--- src/rtl/div_unit_pkg.sv ---
// rtl/div_unit_pkg.sv - state encodings and handshake constants for the radix-2 restoring divider
package div_unit_pkg;

   typedef enum logic [1:0] {
      DIV_FREE   = 2'b00,
      DIV_BYZERO = 2'b01,
      DIV_ON     = 2'b10,
      DIV_END    = 2'b11
   } div_state_e;

   localparam logic DIV_START            = 1'b1;
   localparam logic DIV_STOP             = 1'b0;
   localparam logic DIV_RESULT_READY     = 1'b1;
   localparam logic DIV_RESULT_NOT_READY = 1'b0;

endpackage

--- src/rtl/div_unit_if.sv ---
// rtl/div_unit_if.sv - divider request/result bus; annul_i exists only with DIV_ANNUL_EN
interface div_unit_if #(
   parameter int WIDTH = 32
);
   logic                   start_i;
   logic                   signed_div_i;
   logic [WIDTH-1:0]       opdata1_i;
   logic [WIDTH-1:0]       opdata2_i;
`ifdef DIV_ANNUL_EN
   logic                   annul_i;
`endif
   logic [2*WIDTH-1:0]     result_o;
   logic                   ready_o;

   modport master (
      output start_i, signed_div_i, opdata1_i, opdata2_i,
`ifdef DIV_ANNUL_EN
      output annul_i,
`endif
      input  result_o, ready_o
   );

   modport slave (
      input  start_i, signed_div_i, opdata1_i, opdata2_i,
`ifdef DIV_ANNUL_EN
      input  annul_i,
`endif
      output result_o, ready_o
   );
endinterface

--- src/rtl/div_unit.sv ---
// rtl/div_unit.sv - multi-cycle radix-2 restoring DIV/DIVU; optional in-flight abort via DIV_ANNUL_EN
module div_unit
   import div_unit_pkg::*;
#(
   parameter int WIDTH = 32,
   parameter int CNT_W = 6
) (
   input  logic      clk,
   input  logic      rst,
   div_unit_if.slave bus
);

   localparam int WW = 2 * WIDTH + 1;

   div_state_e           state_q, state_d;
   logic [CNT_W-1:0]     cnt_q, cnt_d;
   logic [WW-1:0]        work_q, work_d, work_step;
   logic [WIDTH-1:0]     divisor_q, divisor_d;
   logic                 quot_neg_q, quot_neg_d;
   logic                 rem_neg_q, rem_neg_d;
   logic [2*WIDTH-1:0]   result_q, result_d;
   logic                 ready_q, ready_d;

   logic [WIDTH:0]       diff;
   logic [WIDTH-1:0]     op1_abs, op2_abs, quot, rem;
   logic                 op1_neg, op2_neg, annul;

`ifdef DIV_ANNUL_EN
   assign annul = bus.annul_i;
`else
   assign annul = 1'b0;
`endif

   // Partial remainder lives in work[2W:W+1], quotient bits shift in at bit 0.
   always_comb begin
      op1_neg   = bus.signed_div_i & bus.opdata1_i[WIDTH-1];
      op2_neg   = bus.signed_div_i & bus.opdata2_i[WIDTH-1];
      op1_abs   = op1_neg ? -bus.opdata1_i : bus.opdata1_i;
      op2_abs   = op2_neg ? -bus.opdata2_i : bus.opdata2_i;
      diff      = work_q[WW-1:WIDTH] - {1'b0, divisor_q};
      work_step = diff[WIDTH] ? {work_q[WW-2:0], 1'b0}
                              : {diff[WIDTH-1:0], work_q[WIDTH-1:0], 1'b1};
      quot      = quot_neg_q ? -work_step[WIDTH-1:0] : work_step[WIDTH-1:0];
      rem       = rem_neg_q ? -work_step[WW-1:WIDTH+1] : work_step[WW-1:WIDTH+1];
   end

   always_comb begin
      state_d    = state_q;
      cnt_d      = cnt_q;
      work_d     = work_q;
      divisor_d  = divisor_q;
      quot_neg_d = quot_neg_q;
      rem_neg_d  = rem_neg_q;
      result_d   = result_q;
      ready_d    = ready_q;

      case (state_q)
         DIV_FREE: begin
            ready_d = DIV_RESULT_NOT_READY;
            if (bus.start_i == DIV_START) begin
               if (bus.opdata2_i == '0) begin
                  state_d = DIV_BYZERO;
               end else begin
                  state_d    = DIV_ON;
                  divisor_d  = op2_abs;
                  quot_neg_d = op1_neg ^ op2_neg;
                  rem_neg_d  = op1_neg;
                  cnt_d      = '0;
                  work_d     = {{WIDTH{1'b0}}, op1_abs, 1'b0};
               end
            end
         end
         DIV_BYZERO: begin
            state_d  = DIV_END;
            result_d = '0;
         end
         DIV_ON: begin
            work_d = work_step;
            cnt_d  = cnt_q + CNT_W'(1);
            if (cnt_q == CNT_W'(WIDTH - 1)) begin
               result_d = {rem, quot};
               state_d  = DIV_END;
            end
         end
         default: begin
            if (bus.start_i == DIV_STOP) begin
               state_d  = DIV_FREE;
               ready_d  = DIV_RESULT_NOT_READY;
               result_d = '0;
            end else begin
               ready_d = DIV_RESULT_READY;
            end
         end
      endcase

      // A flushed divide must never reach HI/LO.
      if (annul && (state_q == DIV_ON || state_q == DIV_BYZERO)) begin
         state_d  = DIV_FREE;
         ready_d  = DIV_RESULT_NOT_READY;
         result_d = '0;
      end
   end

   always_ff @(posedge clk) begin
      if (rst) begin
         state_q    <= DIV_FREE;
         cnt_q      <= '0;
         work_q     <= '0;
         divisor_q  <= '0;
         quot_neg_q <= 1'b0;
         rem_neg_q  <= 1'b0;
         result_q   <= '0;
         ready_q    <= 1'b0;
      end else begin
         state_q    <= state_d;
         cnt_q      <= cnt_d;
         work_q     <= work_d;
         divisor_q  <= divisor_d;
         quot_neg_q <= quot_neg_d;
         rem_neg_q  <= rem_neg_d;
         result_q   <= result_d;
         ready_q    <= ready_d;
      end
   end

   assign bus.result_o = result_q;
   assign bus.ready_o  = ready_q;

endmodule
--- src/flat_wrapper.sv ---
// flat-port wrapper written by rule: the top's interface ports become plain ports
module div_unit_flat import div_unit_pkg::*;
#(
   parameter int WIDTH = 32,
   parameter int CNT_W = 6
)
  (clk, rst, bus_start_i, bus_signed_div_i, bus_opdata1_i, bus_opdata2_i, bus_result_o, bus_ready_o);
  div_unit_if #(.WIDTH(WIDTH)) bus_i ();
  input  logic clk;
  input  logic rst;
  input wire logic [$bits(bus_i.start_i)-1:0] bus_start_i;
  input wire logic [$bits(bus_i.signed_div_i)-1:0] bus_signed_div_i;
  input wire logic [$bits(bus_i.opdata1_i)-1:0] bus_opdata1_i;
  input wire logic [$bits(bus_i.opdata2_i)-1:0] bus_opdata2_i;
  output wire logic [$bits(bus_i.result_o)-1:0] bus_result_o;
  output wire logic [$bits(bus_i.ready_o)-1:0] bus_ready_o;
  assign bus_i.start_i = bus_start_i;
  assign bus_i.signed_div_i = bus_signed_div_i;
  assign bus_i.opdata1_i = bus_opdata1_i;
  assign bus_i.opdata2_i = bus_opdata2_i;
  assign bus_result_o = bus_i.result_o;
  assign bus_ready_o = bus_i.ready_o;
  div_unit #(.WIDTH(WIDTH), .CNT_W(CNT_W)) u_core (.clk(clk), .rst(rst), .bus(bus_i));
endmodule
--- config.mk ---
export PLATFORM = sky130hd
export DESIGN_NAME = div_unit_flat
export DESIGN_NICKNAME = d
export VERILOG_FILES = /design/src/rtl/div_unit_pkg.sv /design/src/rtl/div_unit_if.sv /design/src/rtl/div_unit.sv /design/src/flat_wrapper.sv
export SDC_FILE = /design/constraint.sdc
export NUM_CORES = 1
export LEC_CHECK = 0
export CORE_ASPECT_RATIO = 1.75
export CORE_MARGIN = 3
export CORE_UTILIZATION = 62
export CTS_CLUSTER_SIZE = 30
export DETAILED_ROUTE_END_ITERATION = 7
export PLACE_DENSITY_LB_ADDON = 0.2
export SLEW_MARGIN = 30
export SYNTH_ARGS = -nofsm -noshare
export SYNTH_HDL_FRONTEND = slang
export SYNTH_SLANG_ARGS = --single-unit
--- constraint.sdc ---
create_clock -name clk -period 7.7 [get_ports clk]
set_input_delay 1.54 -clock clk [delete_from_list [all_inputs] [get_ports clk]]
set_output_delay 1.54 -clock clk [all_outputs]
set_load 0.01 [all_outputs]
==> report_table.html <==
<table>
<tr><th>Metric</th><th>Value</th></tr>
<tr><th colspan="2">CTS</th></tr>
<tr><td>Gates resized, CTS repair</td><td>0</td></tr>
<tr><td>Count of buffers added by post-CTS timing repair for setup</td><td>0</td></tr>
<tr><td>H-tree Lvls</td><td>4</td></tr>
<tr><td># clock sinks</td><td>172</td></tr>
<tr><td>Clock buffer count from CTS</td><td>17</td></tr>
<tr><td>Post-CTS Hold Fix Bufs</td><td>0</td></tr>
<tr><td>Root buf cell</td><td>sky130_fd_sc_hd__clkbuf_16</td></tr>
<tr><td>Buffer levels on the longest clock path</td><td>2</td></tr>
<tr><td>TritonCTS clock tree</td><td>done</td></tr>
<tr><td>Clock-pin slew of the registers on the worst-case setup and hold paths</td><td>70 ps</td></tr>
<tr><td>Clk_lat worst skew</td><td>450 ps</td></tr>
<tr><th colspan="2">STA</th></tr>
<tr><td>Worst-margin pin slew</td><td>957 ps</td></tr>
<tr><td>Worst Slack Setup Final</td><td>2010 ps</td></tr>
<tr><td>Achievable frequency</td><td>176 MHz</td></tr>
<tr><td># setup viols final</td><td>0</td></tr>
<tr><td>Final cycle utilization of the critical path</td><td>73.9%</td></tr>
<tr><td>Normalized max-slew margin</td><td>36.2%</td></tr>
<tr><td>Clock Skew</td><td>11.9 ps</td></tr>
<tr><td>Pins over their slew limit</td><td>0</td></tr>
<tr><td>Final period demand of the worst path</td><td>5690 ps</td></tr>
<tr><td>Sum Neg Setup Slack</td><td>0 ps</td></tr>
<tr><td>Unrepaired setup endpoints after global routing</td><td>no</td></tr>
<tr><td>Final-report hold violation count</td><td>0</td></tr>
<tr><th colspan="2">Synthesis</th></tr>
<tr><td>Sequential area share after synthesis</td><td>29.7%</td></tr>
<tr><td>Number of warning messages in the yosys log</td><td>0</td></tr>
<tr><td>Top flip-flop cell by instance count after synthesis</td><td>sky130_fd_sc_hd__dfxtp_1</td></tr>
<tr><td>Post-synthesis async set-or-reset flop share</td><td>0%</td></tr>
<tr><td>Distinct cells, synth</td><td>89</td></tr>
<tr><td>Mapped cell area</td><td>11600 um2</td></tr>
<tr><td>Nets in the synthesized netlist</td><td>1641</td></tr>
<tr><td>EDFF count, synth</td><td>0</td></tr>
<tr><td>Mean Syn Cell Area</td><td>7.58 um2</td></tr>
<tr><td>Cells after synthesis</td><td>1531</td></tr>
<tr><td>Post-synthesis sequential element count</td><td>172</td></tr>
<tr><th colspan="2">Worst setup path</th></tr>
<tr><td>Number of cells on the critical path</td><td>21</td></tr>
<tr><td>Chain of cells forming the critical path</td><td>inv_1 -&gt; ha_1 -&gt; inv_1 -&gt; fa_1 -&gt; a211oi_2 -&gt; o31ai_4 -&gt; o21ai_2 -&gt; a211oi_2 -&gt; a31oi_4 -&gt; xnor2_4 -&gt; inv_2 -&gt; a21oi_1 -&gt; ha_1 -&gt; nand2_1 -&gt; nor3_1 -&gt; nand4_1 -&gt; nor4_2 -&gt; o211ai_2 -&gt; o31ai_1 -&gt; xor2_1 -&gt; o21ai_1</td></tr>
<tr><td>Worst Setup Path Type</td><td>flip-flop to flip-flop</td></tr>
<tr><td>Worst-case register-to-register setup slack</td><td>2010 ps</td></tr>
<tr><td>Sort of element at the start of the critical path</td><td>flip-flop</td></tr>
<tr><td>Slowest Stage Delay on Critical Path</td><td>590 ps</td></tr>
<tr><td>Reg2Reg Depth</td><td>21</td></tr>
<tr><td>Source of the critical timing path</td><td>u_core.work_q[32]$_SDFFE_PP0P_</td></tr>
<tr><td>Critical path endpoint</td><td>u_core.bus.result_o[62]$_SDFFE_PP0P_</td></tr>
<tr><td>Crit path DAT</td><td>6020 ps</td></tr>
<tr><td>Reg2reg end</td><td>u_core.bus.result_o[62]$_SDFFE_PP0P_</td></tr>
<tr><td>Critical-path top delay cell</td><td>sky130_fd_sc_hd__xnor2_4</td></tr>
<tr><td>Critical register-to-register path startpoint</td><td>u_core.work_q[32]$_SDFFE_PP0P_</td></tr>
<tr><td>Maximum fanout along the worst path</td><td>20</td></tr>
<tr><td>Category of cells accounting for the largest share of critical-path delay</td><td>compound AO/OA/AOI/OAI gates</td></tr>
<tr><td>Buffers &amp; Inverters on Critical Path</td><td>3</td></tr>
<tr><td>Worst Path Required</td><td>8020 ps</td></tr>
<tr><td>Crit end category</td><td>flip-flop</td></tr>
<tr><th colspan="2">Routing</th></tr>
<tr><td>Drt total wl</td><td>36800 um</td></tr>
<tr><td>Via total after detailed routing</td><td>11900</td></tr>
<tr><td>DRT Pass-1 Iters</td><td>8</td></tr>
<tr><td>Routed len/inst</td><td>19.9 um</td></tr>
<tr><td>Count of antenna-violating nets left after detailed routing</td><td>0</td></tr>
<tr><td>Via density per instance</td><td>6.41</td></tr>
<tr><td>Number of violations reported at the end of detailed-routing iteration 0</td><td>925</td></tr>
<tr><td>Post-detailed-route DRC marker count</td><td>0</td></tr>
<tr><th colspan="2">Global route</th></tr>
<tr><td>Initial antenna violation count</td><td>0</td></tr>
<tr><td>Maximum number of pins on one net before global-route repair</td><td>77</td></tr>
<tr><td>Via count of the first global-routing pass</td><td>11300</td></tr>
<tr><td>Remaining global-route overflow</td><td>0</td></tr>
<tr><td>First-pass GRT wire length</td><td>58400 um</td></tr>
<tr><td>Overall routing resource usage</td><td>36.4%</td></tr>
<tr><th colspan="2">Floorplanning</th></tr>
<tr><td>Die Wd</td><td>109 um</td></tr>
<tr><td>Standard cell core area</td><td>18200 um2</td></tr>
<tr><td>Initial cell density of the core</td><td>63.7%</td></tr>
<tr><td>Vert. Die Dim</td><td>187 um</td></tr>
<tr><td>IO Count</td><td>133</td></tr>
<tr><td>Die footprint</td><td>20500 um2</td></tr>
<tr><td>Number of core rows</td><td>65</td></tr>
<tr><th colspan="2">Cells and area</th></tr>
<tr><td>Number of nets in the finished design</td><td>1714</td></tr>
<tr><td>Most frequent standard cell in the layout excluding fill and tap cells</td><td>sky130_fd_sc_hd__nand2_1</td></tr>
<tr><td>Area added between synthesis and finish</td><td>16.5%</td></tr>
<tr><td>Leading cell types in the layout, fill and taps excluded</td><td>sky130_fd_sc_hd__nand2_1, sky130_fd_sc_hd__dfxtp_1, sky130_fd_sc_hd__nor2_1</td></tr>
<tr><td>Final antenna diode count</td><td>0</td></tr>
<tr><td>Filler Cells Inserted</td><td>1486</td></tr>
<tr><td>Proportion of layout cells with a drive suffix above 1</td><td>5.33%</td></tr>
<tr><td>Final design instance area without fill</td><td>13500 um2</td></tr>
<tr><th colspan="2">Place</th></tr>
<tr><td>RePlAce Congestion</td><td>0.958</td></tr>
<tr><td>IO buf count</td><td>132</td></tr>
<tr><td>Post-DP HPWL</td><td>27000 um</td></tr>
<tr><td>DP Worst Slack</td><td>1810 ps</td></tr>
<tr><td>Area post-placement</td><td>12900 um2</td></tr>
<tr><th colspan="2">Pwr</th></tr>
<tr><td>Leakage power of the design</td><td>0.00495 uW</td></tr>
<tr><td>Combinational fraction of design power</td><td>41.3%</td></tr>
<tr><td>Net load switching power</td><td>1410 uW</td></tr>
<tr><td>Part of the total power dissipated in sequential elements</td><td>32.4%</td></tr>
<tr><td>Part of the power in the clock network</td><td>26.3%</td></tr>
<tr><td>Worst IR Drop VDD</td><td>0.000217 V</td></tr>
<tr><td>Net Sw Frac</td><td>41.7%</td></tr>
<tr><td>Int Pwr</td><td>1970 uW</td></tr>
<tr><td>Power consumption</td><td>3370 uW</td></tr>
<tr><td>Power density over the cells</td><td>250 nW/um2</td></tr>
<tr><th colspan="2">Status</th></tr>
<tr><td>Status</td><td>completed</td></tr>
<tr><th colspan="2">Worst hold path</th></tr>
<tr><td>HP Class</td><td>flip-flop to flip-flop</td></tr>
<tr><th colspan="2">Run</th></tr>
<tr><td>Number of max-cap violations</td><td>0</td></tr>
</table>
## area by class of cell
class / count / area, um2 / area share [%]
multi-input cells: 1211 / 7560 / 55.9
flip-flops and latches: 172 / 3440 / 25.5
repair buffers: 146 / 1420 / 10.5
clock buffers: 20 / 447 / 3.30
well taps: 234 / 293 / 2.17
inverters: 56 / 210 / 1.56
clock inverters: 10 / 140 / 1.04
## cell usage after synthesis (all sizes together), types with 16 or more instances
library cell	count	area [um2]
a32oi	23	201
nor4	16	106
a21oi	132	661
ha	41	513
dfxtp	172	3440
xor2	65	569
o31ai	29	241
a211oi	33	258
or3	18	114
inv	56	210
nor2	154	586
o21ai	87	439
nor3	38	201
a22oi	33	248
nand3	43	220
clkbuf	59	262
nand2	219	822
buf	32	148
or4	19	146
xnor2	84	754
## worst min path at each step
stage / startpoint / end / slack (ps) / cells after the start
finish: u_core.bus.result_o[51]$_SDFFE_PP0P_ / u_core.bus.result_o[51]$_SDFFE_PP0P_ / 450 / 2
global route: u_core.bus.result_o[59]$_SDFFE_PP0P_ / u_core.bus.result_o[59]$_SDFFE_PP0P_ / 470 / 2
CTS: u_core.bus.result_o[25]$_SDFFE_PP0P_ / u_core.bus.result_o[25]$_SDFFE_PP0P_ / 450 / 2
detailed placement: u_core.bus.result_o[25]$_SDFFE_PP0P_ / u_core.bus.result_o[25]$_SDFFE_PP0P_ / 440 / 2
global placement: u_core.bus.result_o[29]$_SDFFE_PP0P_ / u_core.bus.result_o[29]$_SDFFE_PP0P_ / 440 / 2
floorplan: u_core.divisor_q[23]$_SDFFE_PP0P_ / u_core.divisor_q[23]$_SDFFE_PP0P_ / 430 / 2
## power by group through the flow
| stage | clock, uW | combinational (uW) | sequential, uW |
|---|---|---|---|
| after floorplan | 0 | 1010 | 1080 |
| after global placement | 0 | 1330 | 1100 |
| after detailed placement | 0 | 1350 | 1110 |
| after CTS | 889 | 1360 | 1090 |
| after global routing | 925 | 1520 | 1110 |
| final | 886 | 1390 | 1090 |
## sequential cells by signal, indices dropped and copies added, names as in the netlist
name and count:
u_core.bus.ready_o 1, u_core.bus.result_o 64, u_core.cnt_q 6, u_core.divisor_q 32, u_core.quot_neg_q 1, u_core.rem_neg_q 1, u_core.state_q 2, u_core.work_q 65
## stage by stage
step	instances	util, %	hold WS (ps)
6_report	1849	74.2	453
5_1_grt	1849	74.2	471
4_1_cts	1849	74.2	452
3_5_place_dp	1819	70.9	443
3_3_place_gp	1819	70.9	436
2_1_floorplan	1531	-	432
## worst reg2reg max path: stages, from the launching register on
cell and delay [ps]:
sky130_fd_sc_hd__dfxtp_1 440, sky130_fd_sc_hd__inv_1 70, sky130_fd_sc_hd__ha_1 210, sky130_fd_sc_hd__inv_1 70, sky130_fd_sc_hd__fa_1 220, sky130_fd_sc_hd__a211oi_2 110
sky130_fd_sc_hd__o31ai_4 390, sky130_fd_sc_hd__o21ai_2 130, sky130_fd_sc_hd__a211oi_2 520, sky130_fd_sc_hd__a31oi_4 180, sky130_fd_sc_hd__xnor2_4 590, sky130_fd_sc_hd__inv_2 210
sky130_fd_sc_hd__a21oi_1 230, sky130_fd_sc_hd__ha_1 330, sky130_fd_sc_hd__nand2_1 130, sky130_fd_sc_hd__nor3_1 360, sky130_fd_sc_hd__nand4_1 240, sky130_fd_sc_hd__nor4_2 360
sky130_fd_sc_hd__o211ai_2 180, sky130_fd_sc_hd__o31ai_1 320, sky130_fd_sc_hd__xor2_1 200, sky130_fd_sc_hd__o21ai_1 70
## logic make-up (layout without fill, tap and decap cells)
kind of cell / Yosys count / after routing / share of synthesized area, %
AO/OA/AOI/OAI: 424 / 424 / 24.3
adder cells (fa/ha/maj): 42 / 42 / 4.59
XOR/XNOR: 149 / 149 / 11.4
flip-flops: 172 / 172 / 29.7
buffers and inverters: 148 / 232 / 5.42
AND/OR/NAND/NOR: 590 / 590 / 24.0
multiplexers: 6 / 6 / 0.518
## per-layer routing
layer / wire [um] / vias up / part of all wire (%) / global-route usage (%)
met4: 3110 / 0 / 8.4 / 27.4
met3: 1760 / 150 / 4.8 / 6.15
met1: 12800 / 5613 / 35 / 38.0
met5: 0 / - / 0 / 0
met2: 19100 / 462 / 52 / 63.0
li1: - / 5632 / - / -
Power figures use the tool's default switching activity.
